--- config.mk ---
export PLATFORM = sky130hd
export DESIGN_NAME = dispense_scheduler
export DESIGN_NICKNAME = d
export VERILOG_FILES = /design/src/rtl/dispense_scheduler.sv
export SDC_FILE = /design/constraint.sdc
export NUM_CORES = 1
export LEC_CHECK = 0
export ABC_AREA = 1
export CORE_ASPECT_RATIO = 1.25
export CORE_UTILIZATION = 40
export CTS_BUF_LIST = sky130_fd_sc_hd__clkbuf_4 sky130_fd_sc_hd__clkbuf_8 sky130_fd_sc_hd__clkbuf_16
export CTS_CLUSTER_SIZE = 25
export DETAILED_ROUTE_END_ITERATION = 12
export HOLD_SLACK_MARGIN = 0.12
export PLACE_DENSITY = 0.69
export SYNTH_ARGS = -nofsm -noshare
export SYNTH_HDL_FRONTEND = slang
export SYNTH_SLANG_ARGS = --single-unit
export TNS_END_PERCENT = 10
--- constraint.sdc ---
create_clock -name CLOCK_50 -period 2.7 [get_ports CLOCK_50]
set_input_delay 0.81 -clock CLOCK_50 [delete_from_list [all_inputs] [get_ports CLOCK_50]]
set_output_delay 0.81 -clock CLOCK_50 [all_outputs]
set_load 0.05 [all_outputs]
--- src/rtl/dispense_scheduler.sv ---
// Round-robin dispense scheduler: captures slot requests per channel and fires one
// motor output at a time for PULSE_CYCLES, then idles GAP_CYCLES. Optional manual requests: DISPENSE_SCHEDULER_MANUAL_EN.
module dispense_scheduler #(
  parameter int PULSE_CYCLES = 50000000,
  parameter int GAP_CYCLES   = 5000000
) (
  input  logic       CLOCK_50,
  input  logic       reset,
  input  logic       morningP,
  input  logic       afternoonP,
  input  logic       eveningP,
  input  logic [3:0] chMorning,
  input  logic [3:0] chAfternoon,
  input  logic [3:0] chEvening,
  input  logic       hold,
`ifdef DISPENSE_SCHEDULER_MANUAL_EN
  input  logic       manualP,
  input  logic [1:0] manualCh,
`endif
  output logic [3:0] gpio_out,
  output logic [3:0] pending,
  output logic       busy,
  output logic       done,
  output logic       overrun
);

  typedef enum logic [1:0] {
    IDLE = 2'd0,
    FIRE = 2'd1,
    GAP  = 2'd2
  } state_t;

  localparam logic [30:0] PULSE_LAST = 31'(PULSE_CYCLES - 1);
  localparam logic [30:0] GAP_LAST   = 31'(GAP_CYCLES - 1);

  state_t      state_r, state_s;
  logic [30:0] cnt_r, cnt_s;
  logic [1:0]  last_grant_r, last_grant_s;
  logic [3:0]  req_s, clear_s, gpio_s, pending_s;
  logic [1:0]  grant_idx_s, cand_s;
  logic        grant_found_s, busy_s, done_s, overrun_s;

  // Slot pulses gated by their channel masks, plus the optional manual request
  always_comb begin
    req_s = ({4{morningP}} & chMorning) | ({4{afternoonP}} & chAfternoon) |
            ({4{eveningP}} & chEvening);
`ifdef DISPENSE_SCHEDULER_MANUAL_EN
    req_s = req_s | (manualP ? (4'b0001 << manualCh) : 4'b0000);
`endif
  end

  // Round-robin search; scanning from the far end lets the nearest candidate win
  always_comb begin
    grant_found_s = 1'b0;
    grant_idx_s   = 2'd0;
    cand_s        = 2'd0;
    for (int k = 3; k >= 0; k--) begin
      cand_s        = last_grant_r + 2'd1 + 2'(k);
      grant_idx_s   = pending[cand_s] ? cand_s : grant_idx_s;
      grant_found_s = grant_found_s | pending[cand_s];
    end
  end

  // Next-state and next-output logic
  always_comb begin
    state_s      = state_r;
    cnt_s        = cnt_r;
    last_grant_s = last_grant_r;
    gpio_s       = gpio_out;
    clear_s      = 4'b0000;
    done_s       = 1'b0;
    case (state_r)
      IDLE: begin
        if (grant_found_s && !hold) begin
          state_s      = FIRE;
          cnt_s        = 31'd0;
          last_grant_s = grant_idx_s;
          gpio_s       = 4'b0001 << grant_idx_s;
          clear_s      = 4'b0001 << grant_idx_s;
          done_s       = (PULSE_LAST == 31'd0);
        end else begin
          gpio_s = 4'b0000;
        end
      end
      FIRE: begin
        if (cnt_r == PULSE_LAST) begin
          state_s = GAP;
          cnt_s   = 31'd0;
          gpio_s  = 4'b0000;
        end else begin
          cnt_s  = cnt_r + 31'd1;
          done_s = (cnt_s == PULSE_LAST);
        end
      end
      GAP: begin
        gpio_s = 4'b0000;
        if (cnt_r == GAP_LAST) begin
          state_s = IDLE;
          cnt_s   = 31'd0;
        end else begin
          cnt_s = cnt_r + 31'd1;
        end
      end
      default: begin
        state_s = IDLE;
        cnt_s   = 31'd0;
        gpio_s  = 4'b0000;
      end
    endcase
    busy_s    = (state_s != IDLE);
    // A request landing on the bit being granted re-arms it rather than overrunning
    pending_s = (pending & ~clear_s) | req_s;
    overrun_s = overrun | (|(req_s & pending & ~clear_s));
  end

  // State, counter and registered outputs
  always_ff @(posedge CLOCK_50 or negedge reset) begin
    if (!reset) begin
      state_r      <= IDLE;
      cnt_r        <= 31'd0;
      last_grant_r <= 2'd3;
      gpio_out     <= 4'b0000;
      pending      <= 4'b0000;
      busy         <= 1'b0;
      done         <= 1'b0;
      overrun      <= 1'b0;
    end else begin
      state_r      <= state_s;
      cnt_r        <= cnt_s;
      last_grant_r <= last_grant_s;
      gpio_out     <= gpio_s;
      pending      <= pending_s;
      busy         <= busy_s;
      done         <= done_s;
      overrun      <= overrun_s;
    end
  end

endmodule

# After elaboration in Yosys (flattened, before gate mapping)
# Cells that the tools add are included.
[totals] ff_bits=46 in_bits=18
[classes] n_addsub=5 order_cmp=4 eq_ne=7 shifts=1 muxes=26 n_bitwise=14 reduce_logical=6
[ops] cell="$mux 31" n=3
[ops] cell="$pmux 31 s3" n=1
[ops] cell="$eq 31x26->1 const B" n=2
[ops] cell="$add 31x1->31 const B" n=1
[ops] cell="$eq 31x23->1 const B" n=1
[ops] cell="$and 4x4->4" n=6
[ops] cell="$mux 2" n=7
[ops] cell="$lt 2x3->1 const B" n=4
[ops] cell="$mux 4" n=3
[ops] cell="$or 4x4->4" n=3
[ops] cell="$bmux 1 s2" n=4
[ops] cell="$pmux 4 s2" n=1
[ops] cell="$mux 1" n=6
[ops] cell="$pmux 2 s3" n=1
[ops] cell="$add 2x1->2 const B" n=2
[ops] cell="$add 2x2->2 const B" n=2
[ops] cell="$ne 2x2->1 const B" n=2
[ops] cell="$not 4->4" n=1
[ops] cell="$or 1x1->1" n=4
[ops] cell="$reduce_or 4->1" n=1
[ops] cell="$shl 1x2->4 const A" n=1
[ops] cell="$eq 2x1->1 const B" n=1
[ops] cell="$eq 2x2->1 const B" n=1
[ops] cell="$logic_not 2->1" n=1
[ops] cell="other kinds (4)" n=4

# Depth between registers and ports, before layout
[logic_depth] depth_word=15 ltp_mapped=15

# Worst setup path after synthesis
# Ideal clock, no wire load.
[synth_path] path_kind="reg2reg" startpoint="register pending[1]" endpoint="register overrun" setup_time_ns=0.126 t_arrival_ns=1.693 setup_slack_ns=0.881 path_stages_with_launch=14 synth_period_minus_slack_ns=1.819 path_cell_list="dfrtp_1 nand2_1 nand2_1 nand2_1 nand2_1 nor2_1 nand2_1 nand3_2 nor2_1 nand2_1 nand2_1 nand2_1 inv_1 nand3_1"
[synth_between] elab_chain_cells=13
[synth_lines] element="start: declaration" line_no="21" text="output logic [3:0] pending,"
[synth_lines] element="start signal: assignment" line_no="132" text="pending <= pending_s;"
[synth_lines] element="$bmux 1 s2" line_no="59, 60"
[synth_lines] element="$mux 1 (implied by the code)" line_no="59, 60"
[synth_lines] element="$mux 2 (4 in series)" line_no="59" text="grant_idx_s = pending[cand_s] ? cand_s : grant_idx_s;"
[synth_lines] element="$shl 1x2->4" line_no="79" text="clear_s = 4'b0001 << grant_idx_s;"
[synth_lines] element="$mux 4" line_no="74" text="if (grant_found_s && !hold) begin"
[synth_lines] element="$mux 4" line_no="72" text="case (state_r)"
[synth_lines] element="$not 4->4" line_no="113" text="overrun_s = overrun | (|(req_s & pending & ~clear_s));"
[synth_lines] element="$and 4x4->4 (*)" line_no="113"
[synth_lines] element="$reduce_or 4->1 (*)" line_no="113"
[synth_lines] element="$or 1x1->1 (*)" line_no="113"
[synth_lines] element="named net overrun_s" line_no="41" text="logic grant_found_s, busy_s, done_s, overrun_s;"
[synth_lines] element="end signal: assignment" line_no="135" text="overrun <= overrun_s;"
[synth_lines] element="end: declaration" line_no="24" text="output logic overrun"
# Mark *: on every way through the listed nets, which the timed path passes. The rest lies on a longest branch. The select of a mux whose other input is x is not followed.
# A chain may end at the register's enable or synchronous reset.

# Final worst setup path
[layout_path] startpoint="register pending[3]" endpoint="output pending[3]"
# No word-level cell between the ends.

==> results.tsv <==
stage	metric	value	unit
logic_synthesis	synth_edf_count	0	
die	core_region_area	7880	um2
layout	finish.instance_area	3740	um2
routing	wl_per_cell	12.5	um
critical_path	worst-path-buf-inv	1	
critical_path	cp.depth	1	
critical_path	critPathCaptureType	output port	
routing	initialDrtViolationCount	171	
logic_synthesis	synthesis.nets	518	
clocking	number_of_buffers_on_the_longest_clock_path	2	
critical_path	crit_path_start	pending[3]	
critical_path	rrSetupSlack	0.48	ns
sta	grt_setup_unrepaired	false	
critical_path	start_kind	register	
sta	report.final.setup_viol	0	
sta	clock_skew	0.00780	ns
global_routing	grt_overflow	0	
critical_path	path_cells	clkdlybuf4s50_1	
die	starting_density_of_the_core	0.417	
routing	postRouteAntennaNets	0	
critical_path	depth_of_the_most_critical_reg_to_reg_path	12	
layout	fin_nets	546	
logic_synthesis	synth_largest_area_cell	sky130_fd_sc_hd__dfrtp_1	
logic_synthesis	post_synth_instance_area	3290	um2
die	die_w	83.1	um
layout	post_route_cells_drive_above_1_share	0.0669	
clocking	post_cts_setup_repair_buffer_count	0	
logic_synthesis	netlist_instances	494	
critical_path	end_point_of_the_critical_path	pending[3]	
sta	worst-slew-pin-transition	0.544	ns
clocking	worst_setup_hold_path_clk_slew	0.09	ns
critical_path	crit_path_max_delay_family	buffers and inverters	
global_routing	met3_usage	0.0317	
job	cap_viol_max_count	0	
logic_synthesis	synth.yosys.warnings	0	
logic_synthesis	ys_top_cells_by_count	sky130_fd_sc_hd__nand2_1 (170), sky130_fd_sc_hd__nor2_1 (62), sky130_fd_sc_hd__inv_1 (55)	
worst_hold_path	min-delay-path-class	in2async	
logic_synthesis	synth_top_area_frac	0.335	
critical_path	slowest_stage_delay_cp	0.84	ns
placement	gp_congestion	0.950	
global_routing	grt_usage	0.190	
placement	place_hpwl	6000	um
global_routing	grtUsageMet1	0.223	
sta	final-hold-violation-count	0	
sta	post-route-period-util	0.891	
die	placementRows	36	
layout	multi_input_comb_area	1860	um2
clocking	cts_buffers	5	
sta	timing.final.max_slew_violations	0	
power_and_ir_drop	total_power	2.41	mW
sta	fmax	0.416	GHz
logic_synthesis	netlist_top_cells_area	sky130_fd_sc_hd__dfrtp_1 (34%), sky130_fd_sc_hd__nand2_1 (19%), sky130_fd_sc_hd__nor2_1 (7.1%)	
logic_synthesis	synth.ff_latch_count	46	
routing	via_count	3095	
clocking	cts.root.buffer_cell	sky130_fd_sc_hd__clkbuf_8	
global_routing	antenna_violations_before_repair	0	
power_and_ir_drop	power_density	643	nW/um2
critical_path	worst_r2r_startpoint	last_grant_r[0]	
sta	finalCriticalPeriod	2.40	ns
global_routing	grt_pass1_vias	2953	
routing	remaining_drc_errors	0	
die	chipHeight	103	um
clocking	clock_tree.htree_level_count	2	
global_routing	global_route.peak_usage_layer	met2	
global_routing	grt_pass1_wl	13100	um
global_routing	met2_usage	0.351	
power_and_ir_drop	ir_worst_vdd	0.497	mV
logic_synthesis	ys_seq_area_frac	0.351	
layout	layout.area.seq	1150	um2
layout	antenna_cells_inserted	0	
sta	finalHoldWorstSlack	0.481	ns
critical_path	timing.critical_path.fanout_max	6	
die	design.portCount	29	
status	status	finished, final reports clean	
critical_path	reg2reg_to	cnt_r[17]	
layout	final.fill_count	804	
sta	sum_of_negative_setup_slack	0	ns
clocking	ctsHoldBuffers	0	
clocking	clkSinkCount	46	
sta	worst_slew_margin_rel	0.637	
routing	drt_pre_antenna_iters	4	
routing	overall_routed_net_length	7750	um
critical_path	worstSetupPathType	reg2out	
critical_path	slowest_stage_cell_cp	sky130_fd_sc_hd__clkdlybuf4s50_1	
placement	port_buffers	28	
logic_synthesis	synth_area_per_cell	6.65	um2
logic_synthesis	synth.distinct_cells	31	
global_routing	grt_max_degree	27	
die	die-area	8580	um2
logic_synthesis	synthArstFlopShare	1.00	
logic_synthesis	synth.most_common_cell	sky130_fd_sc_hd__nand2_1	
clocking	tritoncts	yes	
critical_path	timing.critical_path.arrival	1.59	ns
logic_synthesis	synthFlopType	sky130_fd_sc_hd__dfrtp_1	
layout	area.growth.synth_to_final	13.9	%
power_and_ir_drop	leakage	1.68	nW
placement	placed_area	3650	um2
clocking	post_cts.resized_instances	0	
routing	vias_per_cell	5.01	
critical_path	critical_path_required	1.89	ns
clocking	clk_latency	0.30	ns
==> state kept, by name, summed over array words and instances, names as in the netlist <==
name and flops:
busy 1, last_grant_r 2, cnt_r 31, state_r 2
overrun 1, gpio_out 4, done 1, pending 4
==> worst min path at each step <==
| stage | from | end | slack (ns) |
|---|---|---|---|
| 3_5_place_dp | overrun | overrun | 0.48 |
| 2_1_floorplan | cnt_r[0] | cnt_r[0] | 0.47 |
| 4_1_cts | reset | done | 0.50 |
| 3_3_place_gp | gpio_out[1] | gpio_out[1] | 0.47 |
| 5_1_grt | reset | done | 0.52 |
| 6_report | reset | done | 0.48 |
==> report_power, final <==
part / switching (mW) / leakage (nW) / total (mW) / internal [mW]
Sequential: 0.0878 / 0.605 / 0.873 / 0.785
Clock: 0.232 / 0.0517 / 0.449 / 0.217
Combinational: 0.751 / 1.03 / 1.09 / 0.336
Total: 1.07 / 1.68 / 2.41 / 1.34
==> kinds of logic (layout without fill, tap and decap cells) <==
group	Yosys count	count (layout)	share of synthesized area
AOI/OAI and AO/OA	45	45	0.0716
xor gates and xnor gates	18	18	0.0480
DFF	46	46	0.351
buffers and inverters	66	95	0.0838
and+or+nand+nor	313	313	0.423
adders and majority gates	6	6	0.0228
==> layout by cell type (no fill, tap or decap), types with 7 or more instances in the layout <==
cell type                         synthesis  layout
sky130_fd_sc_hd__dfrtp_1                 44      44
sky130_fd_sc_hd__nor2_1                  62      62
sky130_fd_sc_hd__nor3_1                   7       7
sky130_fd_sc_hd__o21ai_1                 18      18
sky130_fd_sc_hd__xor2_1                  15      15
sky130_fd_sc_hd__nand3_1                 34      34
sky130_fd_sc_hd__o21ai_0                 21      21
sky130_fd_sc_hd__clkdlybuf4s50_1          0      27
sky130_fd_sc_hd__inv_1                   55      55
sky130_fd_sc_hd__nand2_1                170     170
sky130_fd_sc_hd__nand4_1                 17      17
==> metal layers <==
metal / share of wire / vias to the layer above
met4: 0.019 / 0
met5: 0 / -
met2: 0.50 / 60
met3: 0.043 / 14
met1: 0.44 / 1397
li1: - / 1624
==> per-stage QoR <==
stage	setup slack, ns	instances	utilization
after global routing	0.237	618	0.475
after detailed placement	0.413	610	0.463
final	0.295	618	0.475
after floorplan	0.881	494	-
after global placement	0.438	610	0.463
after CTS	0.284	618	0.475
==> area by class of cell <==
class	count	area share
Sequential cell	46	0.308
Timing Repair Buffer	30	0.0809
Tap cell	95	0.0318
Clock buffer	7	0.0241
Clock inverter	1	0.00134
Inverter	57	0.0575
Multi-Input combinational cell	382	0.496
(Power assumes the default switching activity.)
